<file path="config.mk">
export PLATFORM = sky130hd
export DESIGN_NAME = l2_arbiter
export DESIGN_NICKNAME = d
export VERILOG_FILES = /design/src/rtl/l2_arbiter.sv
export SDC_FILE = /design/constraint.sdc
export NUM_CORES = 1
export LEC_CHECK = 0
export ABC_AREA = 1
export CAP_MARGIN = 20
export CELL_PAD_IN_SITES_DETAIL_PLACEMENT = 1
export CELL_PAD_IN_SITES_GLOBAL_PLACEMENT = 2
export CORE_AREA = 2 2 546 548
export CTS_CLUSTER_DIAMETER = 150
export DETAILED_ROUTE_END_ITERATION = 16
export DIE_AREA = 0 0 548 550
export GPL_ROUTABILITY_DRIVEN = 0
export HOLD_SLACK_MARGIN = 0.06
export MAX_ROUTING_LAYER = met4
export PLACE_DENSITY = 0.36
export SYNTH_ARGS = -nofsm -noshare
export SYNTH_HDL_FRONTEND = slang
export SYNTH_SLANG_ARGS = --single-unit
</file>
<file path="constraint.sdc">
create_clock -name clk -period 2 [get_ports clk]
set_clock_uncertainty 0.05 [all_clocks]
set_input_delay 0.3 -clock clk [delete_from_list [all_inputs] [get_ports clk]]
set_output_delay 0.3 -clock clk [all_outputs]
set_load 0.01 [all_outputs]
</file>
<file path="src/rtl/l2_arbiter.sv">
`default_nettype none
// ============================================================================
//  Module      : l2_arbiter
//  Description : Shares one L2 cache between the L1 I-cache and L1 D-cache.
//                It grants one line request at a time and latches the granted
//                address, write line and op. It drives the L2 read/write
//                strobes until l2_resp, then returns the response only to the
//                granted port. A one-cycle RELEASE state follows every
//                response.
//  Ports       : clk, rst                  clock, synchronous active-high reset
//                i_read, i_addr            I-cache read request (held to resp)
//                i_rdata, i_resp           I-cache return line / done pulse
//                d_read, d_write, d_addr,  D-cache read / writeback request
//                d_wdata                   (held to resp)
//                d_rdata, d_resp           D-cache return line / done pulse
//                l2_read, l2_write,        L2 strobes and latched request
//                l2_addr, l2_wdata
//                l2_rdata, l2_resp         L2 return line / completion
//  Options     : L2_ARB_ROUND_ROBIN_EN     alternate grants on ties. When it is
//                                          not defined, the D port wins ties.
//  Revision    : 1.0  initial release
// ============================================================================
module l2_arbiter #(
    parameter int ADDR_W = 32,
    parameter int LINE_W = 256
) (
    input  logic              clk,
    input  logic              rst,
    input  logic              i_read,
    input  logic [ADDR_W-1:0] i_addr,
    output logic [LINE_W-1:0] i_rdata,
    output logic              i_resp,
    input  logic              d_read,
    input  logic              d_write,
    input  logic [ADDR_W-1:0] d_addr,
    input  logic [LINE_W-1:0] d_wdata,
    output logic [LINE_W-1:0] d_rdata,
    output logic              d_resp,
    output logic              l2_read,
    output logic              l2_write,
    output logic [ADDR_W-1:0] l2_addr,
    output logic [LINE_W-1:0] l2_wdata,
    input  logic [LINE_W-1:0] l2_rdata,
    input  logic              l2_resp
);

    localparam logic [1:0] c_ST_IDLE    = 2'd0;
    localparam logic [1:0] c_ST_SERVE_I = 2'd1;
    localparam logic [1:0] c_ST_SERVE_D = 2'd2;
    localparam logic [1:0] c_ST_RELEASE = 2'd3;

    logic [1:0]        r_state;
    logic [1:0]        w_state_nxt;
    logic [ADDR_W-1:0] r_addr;
    logic [LINE_W-1:0] r_wdata;
    logic              r_is_write;
    logic              w_i_req;
    logic              w_d_req;
    logic              w_grant_i;
    logic              w_grant_d;

    assign w_i_req = i_read;
    assign w_d_req = d_read | d_write;

`ifdef L2_ARB_ROUND_ROBIN_EN
    localparam logic c_GRANT_I = 1'b0;
    localparam logic c_GRANT_D = 1'b1;

    logic r_last_grant;

    // On a tie, the port that lost the previous grant wins.
    assign w_grant_i = (r_state == c_ST_IDLE) && w_i_req &&
                       (!w_d_req || (r_last_grant == c_GRANT_D));

    // Reset to D so that the I port wins the first tie.
    always_ff @(posedge clk) begin
        if (rst) begin
            r_last_grant <= c_GRANT_D;
        end else if (w_grant_i) begin
            r_last_grant <= c_GRANT_I;
        end else if (w_grant_d) begin
            r_last_grant <= c_GRANT_D;
        end
    end
`else
    // Fixed priority: I is granted only when D is not requesting.
    assign w_grant_i = (r_state == c_ST_IDLE) && w_i_req && !w_d_req;
`endif

    assign w_grant_d = (r_state == c_ST_IDLE) && w_d_req && !w_grant_i;

    // State register
    always_ff @(posedge clk) begin
        if (rst) begin
            r_state <= c_ST_IDLE;
        end else begin
            r_state <= w_state_nxt;
        end
    end

    // Next state and handshake outputs
    always_comb begin
        w_state_nxt = r_state;
        l2_read     = 1'b0;
        l2_write    = 1'b0;
        i_resp      = 1'b0;
        d_resp      = 1'b0;
        case (r_state)
            c_ST_IDLE: begin
                if (w_grant_i) begin
                    w_state_nxt = c_ST_SERVE_I;
                end else if (w_grant_d) begin
                    w_state_nxt = c_ST_SERVE_D;
                end
            end
            c_ST_SERVE_I: begin
                l2_read  = ~r_is_write;
                l2_write = r_is_write;
                if (l2_resp) begin
                    i_resp      = 1'b1;
                    w_state_nxt = c_ST_RELEASE;
                end
            end
            c_ST_SERVE_D: begin
                l2_read  = ~r_is_write;
                l2_write = r_is_write;
                if (l2_resp) begin
                    d_resp      = 1'b1;
                    w_state_nxt = c_ST_RELEASE;
                end
            end
            default: begin
                // RELEASE: one quiet cycle so the L1 can drop its request.
                w_state_nxt = c_ST_IDLE;
            end
        endcase
    end

    // Request latch, loaded only on a grant. An I read leaves the write
    // line untouched.
    always_ff @(posedge clk) begin
        if (rst) begin
            r_addr     <= '0;
            r_wdata    <= '0;
            r_is_write <= 1'b0;
        end else if (w_grant_i) begin
            r_addr     <= i_addr;
            r_is_write <= 1'b0;
        end else if (w_grant_d) begin
            r_addr     <= d_addr;
            r_wdata    <= d_wdata;
            r_is_write <= d_write;   // write wins over a simultaneous read
        end
    end

    assign l2_addr  = r_addr;
    assign l2_wdata = r_wdata;
    assign i_rdata  = l2_rdata;
    assign d_rdata  = l2_rdata;

endmodule
`default_nettype wire

</file>
==> impl_summary.md, run 1 <==
Routing
The routed wire length is 139000 um. The remaining routing DRC violations is 0. The number of design-rule violations left by the first detailed-router iteration is 495. The average wire per standard cell is 22.8 um. For this run, the detailed router's first-pass iteration total came to 4. The detail route stage leaves a number of antenna-violating nets equal to 0. The via density per instance is 2.20. The number of vias in the routed layout is 13400.

Critical path
The critical path required time is 1.65 ns. The data arrival time of the critical path is 1.65 ns. Traced cell by cell, the critical path runs through inv_4, ha_4, inv_4, nor2_4, buf_6.

For this run, the slowest stage of the critical path takes 0.35 ns. Of all nets on the critical path, the largest fanout is 3. Among the stages of the critical path, the cell type that occurs most often is sky130_fd_sc_hd__inv_4. STA classifies the critical path startpoint as a flop. By startpoint and endpoint, the worst setup path is classified as flop to output pin. The slowest library cell on the worst path is sky130_fd_sc_hd__dfxtp_2. The kind of end point of the critical path is an output pin.

Yosys
The number of library cell types mapped by synthesis is 17. Synthesis produced 1845 cells. The netlist area before placement is 14200 um^2. Dividing the synthesized area by the synthesized cell count gives 7.70 um^2. For this run, the number of Yosys warnings is 0.

The number of nets in the synthesized netlist is 2431. The number of synthesized register bits is 291. The sequential-to-total area share from yosys stat is 0.410.

Pwr
The share of total power dissipated in combinational logic is 0.439. Of the total power, the clock network draws 0.280. The total power of the final layout is 31700 uW. The internal power of the cells totals 18200 uW.

IR analysis of the VDD net gives a maximum drop of 0.641 mV. The sequential share of power is 0.281. The analysis attributes to net switching a power of 13500 uW. Summed over all cells, the static leakage comes to 0.00895 uW. The areal power density over the cells is 1310 nW/um^2. Of the total power, the share spent switching nets is 0.427.

CTS
The number of buffers inserted during clock tree synthesis is 48. The H-tree was split into 2 levels. The TritonCTS sink count is 291. The tree is rooted in a sky130_fd_sc_hd__clkbuf_16.

TritonCTS built the clock tree. Counting along the longest clock path gives a buffer depth of 3. The clock insertion delay at the later pin of the skew report is 0.72 ns. Clock-pin slew was measured on the worst setup and hold paths at 0.06 ns.

Timing
Of the available clock period, the critical path in the final layout requires 1.00. Measured against its own limit, the worst slew margin works out to 0.535. The final number of max-transition violations is 0. Setup violations remaining at the end of the flow were counted as 0.

The count of final hold-check violations is 0. The minimum period implied by the final worst setup slack is 2.00 ns. Setup repair after global routing could not meet its margin everywhere. At the pin with the least slew margin, the transition time is 0.698 ns. Timing would allow up to 500 MHz. The setup slack after layout is 0.000411 ns.

GRT
The first global-routing pass estimated 170000 um of wire. Entering global routing, the biggest net connects 43 pins. Across every metal layer, demand over resource in global routing totals 0.0910. The number of antenna violations at the first check in global routing was 58.

The overall overflow remaining after global route is 0. The via count of the first global-routing pass is 14117.

Final layout
In the final design database the tool counted 2676 nets. Across the whole layout, storage elements account for 5840 um^2. The area growth from synthesis to layout is 70.8%. The final standard cell utilization of the core is 0.0821. In the final layout, the share of cells above drive strength 1 is 0.152.

The final standard cell area without fillers is 24300 um^2. The area taken by multi-input logic gates is 4070 um^2. The final-layout fill cell count is 35122.

Placement
After legalization and detailed placement, the total HPWL measured 121000 um. The placed instances occupy a cell area of 22400 um^2. The worst setup timing slack at the placement stage is -0.342 ns.

The count of buffers added on input and output ports is 617.

Die
After floorplanning, the core was sized to cover 296000 um^2. The area of the die is 301000 um^2. For this configuration, the core starts out at a cell density of 0.0481. Measured along the x axis, the die boundary spans 548 um. 1386 I/O pins were placed. After floorplanning, the core was divided into 200 placement rows.

The floorplan step set the die height to 550 um.

Worst hold path
The type of the tightest min-delay check is primary input to flop.

Outcome
The run finished with clean final reports.

Run
The tool flagged a number of max-cap violations equal to 0.
-- final cells by class --
type,count,area share
antenna,20,0.00206
clock buffer,66,0.0556
clock inverter,19,0.0109
inverter,11,0.00232
multi-input combinational,927,0.168
sequential,291,0.241
tap,3939,0.203
timing repair buffer,811,0.317
-- critical path: cells and delay by family (launching register included) --
kind | cells | cell delay, ns
fa+ha+maj | 1 | 0.28
simple gates | 1 | 0.10
buf+inv | 3 | 0.21
flops | 1 | 0.35
-- routing by layer --
metal  GRT usage  share of wire  routed length (um)  up-vias
met2       0.128           0.41               56200     1039
met4      0.0457          0.054                7510        0
li1            -              -                   -     5905
met1      0.0858           0.34               47600     6046
met3      0.0783           0.20               27300      410
met5           -              0                   0        -
-- path summary, 6_finish.rpt --
check / startpoint / to / slack (ns) / depth (start not counted)
max reg2reg: r_state[1] / l2_wdata[73] / 0.12 / 8
max: r_state[1] / l2_read / 0.0004 / 5
min reg2reg: l2_wdata[176] / l2_wdata[176] / 0.42 / 2
min: i_addr[4] / l2_addr[4] / 0.16 / 3
-- flip-flops by register name, summed over array words and instances, names as in the netlist --
signal      cells
l2_addr        32
r_is_write      1
r_state         2
l2_wdata      256
-- cells in the mapped netlist --
master                     number  area (um^2)
sky130_fd_sc_hd__buf_4        515         3870
sky130_fd_sc_hd__nor2_1       514         1930
sky130_fd_sc_hd__dfxtp_1      291         5830
sky130_fd_sc_hd__o21ai_0      256         1280
sky130_fd_sc_hd__nand3_1       65          325
sky130_fd_sc_hd__clkbuf_1      51          191
sky130_fd_sc_hd__nand2_1       49          184
sky130_fd_sc_hd__buf_2         47          235
sky130_fd_sc_hd__a31oi_1       32          200
sky130_fd_sc_hd__inv_1         11         41.3
sky130_fd_sc_hd__ha_1           4         50.1
sky130_fd_sc_hd__a21oi_1        3         15.0
sky130_fd_sc_hd__buf_1          2         7.51
sky130_fd_sc_hd__nor2_4         2         22.5
sky130_fd_sc_hd__clkbuf_2       1         5.00
sky130_fd_sc_hd__o21ai_4        1         16.3
sky130_fd_sc_hd__or2_2          1         6.26
-- power by group through the flow --
stage	Sequential, uW	Combinational, uW	Clock, uW
4_1_cts	8980	14600	9590
6_report	8910	13900	8900
5_1_grt	9180	15700	9680
3_3_place_gp	9090	15500	0
2_1_floorplan	9520	5040	0
3_5_place_dp	9120	15500	0
-- cells by family (layout without fill, tap and decap cells) --
group	count (synthesis)	in the layout	synth area share
AO/OA/AOI/OAI	292	292	0.107
adder cells (fa/ha/maj)	4	4	0.00352
buffers and inverters	627	907	0.306
flip-flops	291	291	0.410
other	0	20	0
AND/OR/NAND/NOR	631	631	0.174
-- through the flow --
stage / cells / setup TNS, ns / hold slack [ns]
after CTS: 6062 / -0.324 / 0.0606
after detailed placement: 5939 / -11.19 / 0.423
after floorplan: 1845 / 0 / 0.386
after global placement: 5939 / -6.80 / 0.414
final: 6084 / 0 / 0.162
after global routing: 6074 / -0.309 / 0.102
-- cell usage in the layout (no fill, tap or decap), drive strengths merged --
master and instances:
dfxtp 291, or2 1, diode 20, inv 12, clkbuf 71, clkdlybuf4s50 332, nand3 65, clkdlybuf4s15 36
a31oi 32, buf 193, dlygate4sd2 208, nand2 49, a21oi 3, clkinv 12, clkinvlp 3, dlygate4sd3 37
ha 4, nor2 516, bufinv 3, o21ai 257
-- repair_timing --
action | in CTS | in global routing
setup buffers | 1 | 2
hold buffers | 37 | 0
endpoints found under the setup margin | 398 | 12
endpoints found under the hold margin | 41 | 0
gates cloned | 0 | 0
gates resized for setup | 346 | 17
pin swaps | 2 | 2
Power figures use the tool's default switching activity.
==> inputs of run 2 (changes only) <==
--- a/config.mk
+++ b/config.mk
@@ -9,14 +9,15 @@
 export CAP_MARGIN = 20
 export CELL_PAD_IN_SITES_DETAIL_PLACEMENT = 1
 export CELL_PAD_IN_SITES_GLOBAL_PLACEMENT = 2
-export CORE_AREA = 2 2 546 548
+export CORE_AREA = 2 2 534 536
 export CTS_CLUSTER_DIAMETER = 150
 export DETAILED_ROUTE_END_ITERATION = 16
-export DIE_AREA = 0 0 548 550
+export DIE_AREA = 0 0 536 538
 export GPL_ROUTABILITY_DRIVEN = 0
 export HOLD_SLACK_MARGIN = 0.06
 export MAX_ROUTING_LAYER = met4
-export PLACE_DENSITY = 0.36
+export PLACE_DENSITY = 0.39
 export SYNTH_ARGS = -nofsm -noshare
 export SYNTH_HDL_FRONTEND = slang
 export SYNTH_SLANG_ARGS = --single-unit
+export TNS_END_PERCENT = 5
==> constraint.sdc (replaced) <==
create_clock -name clk -period 1.7 [get_ports clk]
set_clock_uncertainty 0.05 [all_clocks]
set_input_delay 0.255 -clock clk [delete_from_list [all_inputs] [get_ports clk]]
set_output_delay 0.255 -clock clk [all_outputs]
set_load 0.01 [all_outputs]
==> impl_summary.md, run 2 (synthesis gave the netlist of run 1 again) <==
Outcome
The run finished, with violations left. The final reports fail on negative setup slack.

Timing
The final total negative setup slack is -14.61 ns. The minimum period implied by the final worst setup slack is 1.91 ns. Setup repair after global routing could not meet its margin everywhere. The count of final hold-check violations was 0. In the post-route analysis, the smallest setup slack over all paths is -0.211 ns. Measured against its own limit, the worst slew margin works out to 0.553. The final number of max-transition violations is 0.

The slew at the pin closest to its max-slew limit is 0.670 ns. Setup violations remaining at the end of the flow were counted as 226. The final critical-path share of the clock period is 1.12. The maximum clock rate is 523 MHz.

Die
For this configuration, the core starts out at a cell density of 0.0501. The placement row count is 196. The area of the die is 288000 um^2.

The height of the chip is 538 um. In this run the standard cell core region covers 283000 um^2. The top-level port count is 1386.

Measured along the x axis, the die boundary spans 536 um.

CTS
The level count of the clock H-tree is 2. Clock latency on the worst-skew pair, taken at its later pin, is 0.68 ns. The number of buffers inserted during clock tree synthesis is 46. The TritonCTS sink count is 291. The root cell of the clock tree is sky130_fd_sc_hd__clkbuf_16. The CTS tree is yes. Clock-pin slew was measured on the worst setup and hold paths at 0.06 ns.

The clock passes through at most 3 buffers.

Final layout
Compared with the post-synthesis result, the final layout area differs by 72.9%. At the end of the flow, the number of nets in the layout was 2696. In the layout the commonest cells are 504 x sky130_fd_sc_hd__nor2_1, 324 x sky130_fd_sc_hd__clkdlybuf4s50_1, 272 x sky130_fd_sc_hd__dfxtp_1, 183 x sky130_fd_sc_hd__buf_4, 118 x sky130_fd_sc_hd__o21ai_0. The footprint of the flip-flops and latches is 5860 um^2. In the final layout, the share of cells above drive strength 1 is 0.249. The multi-input combinational cells in the finished layout cover a total of 4320 um^2. The number of flip-flops in the largest register is 256.

The leading cell type in the layout, fill and taps excluded is sky130_fd_sc_hd__nor2_1. The final-layout fill cell count is 33678. The count of cells in the finished layout, fillers not included, comes to 5925.

Critical path
The worst setup path is captured at an output pin. For this run, the slowest stage of the critical path takes 0.34 ns. The maximum fanout count along the critical path is 2. The buffering stage count on the worst path with inverters included is 3. The cell occurring most often along the worst timing path is sky130_fd_sc_hd__inv_2. The signal on the critical path passes through inv_2, ha_4, inv_2, nor2_1, buf_2.

The slack of the worst reg-to-reg path is -0.20 ns. The kind of cell with the highest combined delay along the critical path is flip-flops. The startpoint kind of the worst setup timing path is a flop. The critical path required time is 1.39 ns. The slowest library cell on the worst path is sky130_fd_sc_hd__dfxtp_2. At the worst endpoint, the arrival time is 1.61 ns. The kind of critical path is flop to output pin.

Run
Max-cap violations in this run came to 0.

Pwr
The maximum ir drop on the vdd rail is 0.704 mV. Dividing total power by cell area gives a power density of 1590 nW/um^2. The leakage component of the power is 0.00897 uW.

Routing
After the first detailed-routing iteration, the DRC count stood at 337. After detailed routing, the total wire length is 145000 um. Summing over every cut layer, the via total after detailed routing is 13477. The first detailed-routing pass took 4 iterations. The remaining antenna violation count after routing is 0. The average wire per standard cell is 24.5 um. The via density per instance is 2.27.

The remaining routing DRC violations is 0.

Worst hold path
The path class of the tightest hold or removal check is primary input to flop.

GRT
The largest net degree at the start of global routing is 47. In the global route stage, overall resource usage came out at 0.0990. The via count of the first global-routing pass is 13960. Global routing finished with a remaining overflow of 0. The number of antenna violations at the first check in global routing is 64. The first global-routing pass estimated 174000 um of wire.

Placement
The number of placed cells counting well taps is 5743. Detailed placement ended at an HPWL of 126000 um. The total of buffers placed on input and output ports is 617.
-- run 2: cell count changes in the layout (fill, tap and decap cells not counted), moves of 8 or more --
cell	before	now
sky130_fd_sc_hd__buf_6	3	19
sky130_fd_sc_hd__buf_16	0	10
sky130_fd_sc_hd__nor2_1	513	504
sky130_fd_sc_hd__o21ai_1	1	99
sky130_fd_sc_hd__clkdlybuf4s50_1	332	324
sky130_fd_sc_hd__nor2_2	0	10
sky130_fd_sc_hd__buf_4	164	183
sky130_fd_sc_hd__dlygate4sd3_1	37	50
sky130_fd_sc_hd__o21ai_2	0	31
sky130_fd_sc_hd__o21ai_4	1	9
sky130_fd_sc_hd__dlygate4sd2_1	208	65
sky130_fd_sc_hd__buf_2	1	89
sky130_fd_sc_hd__buf_12	25	35
sky130_fd_sc_hd__o21ai_0	255	118
-- run 2: worst register-to-register path: cells and delay by family (launching register included) --
family	cells	cell delay [ns]
DFF	1	0.34
AOI/OAI and AO/OA	2	0.18
adders and majority gates	1	0.17
and+or+nand+nor	1	0.09
buffers and inverters	6	1.00
-- run 2: path summary, 6_finish.rpt --
path                  from            end  cells after the start
max reg2reg     r_state[0]   l2_wdata[96]                     10
min reg2reg  l2_wdata[233]  l2_wdata[233]                      2
min             d_addr[14]    l2_addr[14]                      3
max             r_state[0]        l2_read                      5
-- run 2: routing by layer --
metal | routed length [um] | part of all wire | global-route usage | vias to the layer above
li1 | - | - | - | 5961
met3 | 32300 | 0.22 | 0.0977 | 425
met1 | 43400 | 0.30 | 0.0805 | 6012
met2 | 62300 | 0.43 | 0.149 | 1079
met5 | 0 | 0 | - | -
met4 | 7340 | 0.051 | 0.0418 | 0
-- run 2: power by group --
part / switching, uW / internal, uW / leakage [uW]
sequential: 1300 / 9070 / 0.00242
clock: 4160 / 5800 / 0.000729
combinational: 10900 / 7780 / 0.00582
-- run 2: area by class of cell --
cell class              count  area share
inverters                  11     0.00209
multi-input cells         927       0.176
repair buffers            833       0.328
flip-flops and latches    291       0.239
diodes                     19     0.00194
clock inverters            14     0.00846
clock buffers              68      0.0535
well taps                3762       0.192
-- run 2: stage by stage --
stage                     worst slack (ns)    util  area [um^2]  power (uW)  hold WS [ns]
after floorplan                      0.176       -        14200       17100         0.341
after global placement              -0.625  0.0777        22000       28500         0.414
after detailed placement            -0.590  0.0777        22000       28600         0.422
after CTS                           -0.361  0.0858        24300       40200        0.0606
after global routing                -0.367  0.0866        24500       42200        0.0974
final                               -0.211  0.0867        24600       39000         0.147
-- run 2: repair_timing --
action	CTS	global route
setup buffers	17	3
hold buffers	50	0
hold endpoints to repair	56	0
cloned	9	2
pin swaps	21	19
setup endpoints to repair	503	297
resized for setup	801	131
==> inputs of run 3 (changes only) <==
--- a/config.mk
+++ b/config.mk
@@ -9,14 +9,15 @@
 export CAP_MARGIN = 20
 export CELL_PAD_IN_SITES_DETAIL_PLACEMENT = 1
 export CELL_PAD_IN_SITES_GLOBAL_PLACEMENT = 2
-export CORE_AREA = 2 2 534 536
+export CORE_AREA = 2 2 547 549
 export CTS_CLUSTER_DIAMETER = 150
 export DETAILED_ROUTE_END_ITERATION = 16
-export DIE_AREA = 0 0 536 538
+export DIE_AREA = 0 0 549 551
+export DONT_BUFFER_PORTS = 1
 export GPL_ROUTABILITY_DRIVEN = 0
 export HOLD_SLACK_MARGIN = 0.06
 export MAX_ROUTING_LAYER = met4
-export PLACE_DENSITY = 0.39
+export PLACE_DENSITY = 0.3
 export SYNTH_ARGS = -nofsm -noshare
 export SYNTH_HDL_FRONTEND = slang
 export SYNTH_SLANG_ARGS = --single-unit
==> constraint.sdc (replaced) <==
create_clock -name clk -period 1.79 [get_ports clk]
set_clock_uncertainty 0.05 [all_clocks]
set_input_delay 0.2685 -clock clk [delete_from_list [all_inputs] [get_ports clk]]
set_output_delay 0.2685 -clock clk [all_outputs]
set_load 0.01 [all_outputs]
==> impl_summary.md, run 3 (synthesis gave the netlist of run 1 again) <==
Outcome
The flow ran to the end, but the final reports show violations. The checks that failed: negative setup slack.

Final layout
The area growth from synthesis to layout is 50.6%. The number of flip-flops in the largest register is 256. The final cell count without fillers is 5736. The final standard cell utilization of the core is 0.0722. The finished cells cover 21400 um^2.

The library cells used most frequently in the layout, excluding fill and tap cells, are 513 x sky130_fd_sc_hd__nor2_1, 325 x sky130_fd_sc_hd__dlygate4sd3_1, 255 x sky130_fd_sc_hd__dfxtp_1, 222 x sky130_fd_sc_hd__o21ai_0, 102 x sky130_fd_sc_hd__buf_4. Leaving out fill and tap cells, the most frequent cell in the layout is sky130_fd_sc_hd__nor2_1. The fraction of final layout cells with drive strength greater than 1 is 0.156. The final-layout fill cell count is 35268. In the final design database the tool counted 2328 nets.

Pwr
The share of power burned in combinational logic is 0.305. The analysis attributes to net switching a power of 14900 uW. The net switching fraction of the power is 0.445. The leakage component of the power is 0.00703 uW. The internal power of the cells is 18600 uW. Across the VDD grid, the largest voltage drop is 0.647 mV. Total power for the finished layout comes to 33500 uW. The share of total power dissipated in sequential elements is 0.393. For this design the ratio of total power to cell area is 1570 nW/um^2. The share of total power dissipated in the clock network is 0.302.

Worst hold path
The type of the tightest min-delay check is primary input to flop.

GRT
The number of antenna violations at the first check in global routing is 53. The overall overflow remaining after global route is 0. The first-pass GRT wire length is 157000 um.

The via count of the first global-routing pass is 12582. The global-route usage over all layers is 0.0843. Entering global routing, the biggest net connects 72 pins.

Timing
The count of final hold-check violations was 0. The slew at the pin closest to its max-slew limit is 0.588 ns. The final number of max-transition violations is 0. The maximum clock rate is 525 MHz. The setup slack after layout is -0.114 ns. The worst pin sits at a relative slew slack of 0.607.

The final critical-path share of the clock period is 1.06. The worst hold margin is 0.256 ns. Setup repair after global routing could not meet its margin everywhere. For the finished layout, the period the worst path requires is 1.90 ns. The final-report setup violation count is 3.

Critical path
The kind of critical path is flop to output pin. The startpoint identified for the worst register-to-register timing path is r_state[0]. The slack of the worst reg-to-reg path is 0.04 ns. The kind of end point of the critical path is an output pin. The endpoint of the most critical setup path is i_resp. STA puts the critical path data required time at 1.47 ns.

The capture point of the worst reg-to-reg path is l2_wdata[46]. STA puts the critical path data arrival time at 1.59 ns. The depth of the worst register-to-register path is 7. The maximum fanout count along the critical path is 2. The first element of the critical path is r_state[1]. STA classifies the critical path startpoint as a flop.

CTS
For this design, the sink count on the clock tree is 291. The root cell of the clock tree is sky130_fd_sc_hd__clkbuf_16. CTS built an H-tree with a depth of 2. In this run the deepest clock path goes through 3 buffers. After clock tree synthesis, the clock-pin slew on the worst setup and hold paths is 0.06 ns. The number of buffers inserted during clock tree synthesis is 47. The clock insertion delay at the later pin of the skew report is 0.68 ns. TritonCTS built the clock tree.

Die
For this configuration, the core starts out at a cell density of 0.0479. The top-level port count is 1386. The placeable core region is 296000 um^2.

The die boundary width is 549 um. The initialized floorplan defines 200 standard-cell rows. The die is 551 um tall. The die covers 302000 um^2.

Placement
The total of buffers placed on input and output ports is 0. After detailed placement, the design holds a cell count of 5295. The area of placed instances is 16000 um^2. Once detailed placement completed, the half-perimeter wirelength came to 110000 um.

Routing
The routed wire length is 130000 um. The via density per instance is 2.09. The remaining antenna violation count after routing is 0. The number of design-rule violations left by the first detailed-router iteration is 495.

The average wire per standard cell is 22.7 um. The first detailed-routing pass took 4 iterations. The number of vias in the routed layout is 12006. For this run, design rule violations remaining after detail routing come to 0.

Run
The max-cap violation count is 0.
## run 3: changes by cell type in the layout (fill, tap and decap cells not counted), moves of 65 or more
cell / previous run / this run
sky130_fd_sc_hd__o21ai_1: 99 / 30
sky130_fd_sc_hd__clkdlybuf4s50_1: 324 / 0
sky130_fd_sc_hd__o21ai_0: 118 / 222
sky130_fd_sc_hd__dlygate4sd2_1: 65 / 0
sky130_fd_sc_hd__buf_4: 183 / 102
sky130_fd_sc_hd__dlygate4sd3_1: 50 / 325
sky130_fd_sc_hd__buf_2: 89 / 0
## run 3: power groups by stage
stage	logic, uW	registers [uW]	clock network (uW)
floorplan	5630	10600	0
global placement	9120	13500	0
detailed placement	9170	13500	0
CTS	10400	13500	10800
global route	11700	13900	11000
finish	10200	13200	10100
## run 3: per-layer routing
layer | vias up | track usage | share of wire
met2 | 1003 | 0.120 | 0.41
met5 | - | - | 0
met1 | 5391 | 0.0731 | 0.31
li1 | 5209 | - | -
met4 | 0 | 0.0368 | 0.048
met3 | 403 | 0.0850 | 0.24
## run 3: layout make-up
class | instances | area [um^2] | area share
Multi-Input combinational cell | 927 | 4140 | 0.194
Clock inverter | 22 | 315 | 0.0147
Inverter | 11 | 65.1 | 0.00304
Antenna cell | 20 | 50.0 | 0.00234
Timing Repair Buffer | 464 | 4690 | 0.219
Tap cell | 3939 | 4930 | 0.230
Sequential cell | 291 | 5870 | 0.275
Clock buffer | 62 | 1320 | 0.0619
## run 3: critical path, cell delays in order, from the launching register on
cell and delay (ns):
sky130_fd_sc_hd__dfxtp_2 0.33, sky130_fd_sc_hd__inv_2 0.05, sky130_fd_sc_hd__buf_6 0.12, sky130_fd_sc_hd__ha_4 0.15, sky130_fd_sc_hd__nand2_4 0.06, sky130_fd_sc_hd__clkinvlp_4 0.19
## run 3: per-stage QoR
stage          setup WS (ns)  setup TNS, ns
2_1_floorplan          0.266              0
3_3_place_gp          -0.410         -19.95
3_5_place_dp          -0.432         -27.57
4_1_cts               -0.305          -1.02
5_1_grt               -0.296          -1.27
6_report              -0.114         -0.262
## run 3: timing repair
item | in CTS | in global routing
setup buffers | 6 | 3
endpoints found under the hold margin | 291 | 0
pin swaps | 4 | 11
setup endpoints to repair | 317 | 148
gates resized for setup | 76 | 44
gates cloned | 1 | 1
hold buffers | 326 | 0
## run 3: worst min-delay path by stage
stage / cells after the start / endpoint / from
final: 3 / l2_addr[21] / d_addr[21]
after detailed placement: 1 / l2_addr[9] / rst
after global placement: 1 / l2_addr[9] / rst
after floorplan: 2 / r_is_write / d_write
after global routing: 3 / l2_addr[27] / d_addr[27]
after CTS: 3 / l2_wdata[252] / d_wdata[252]
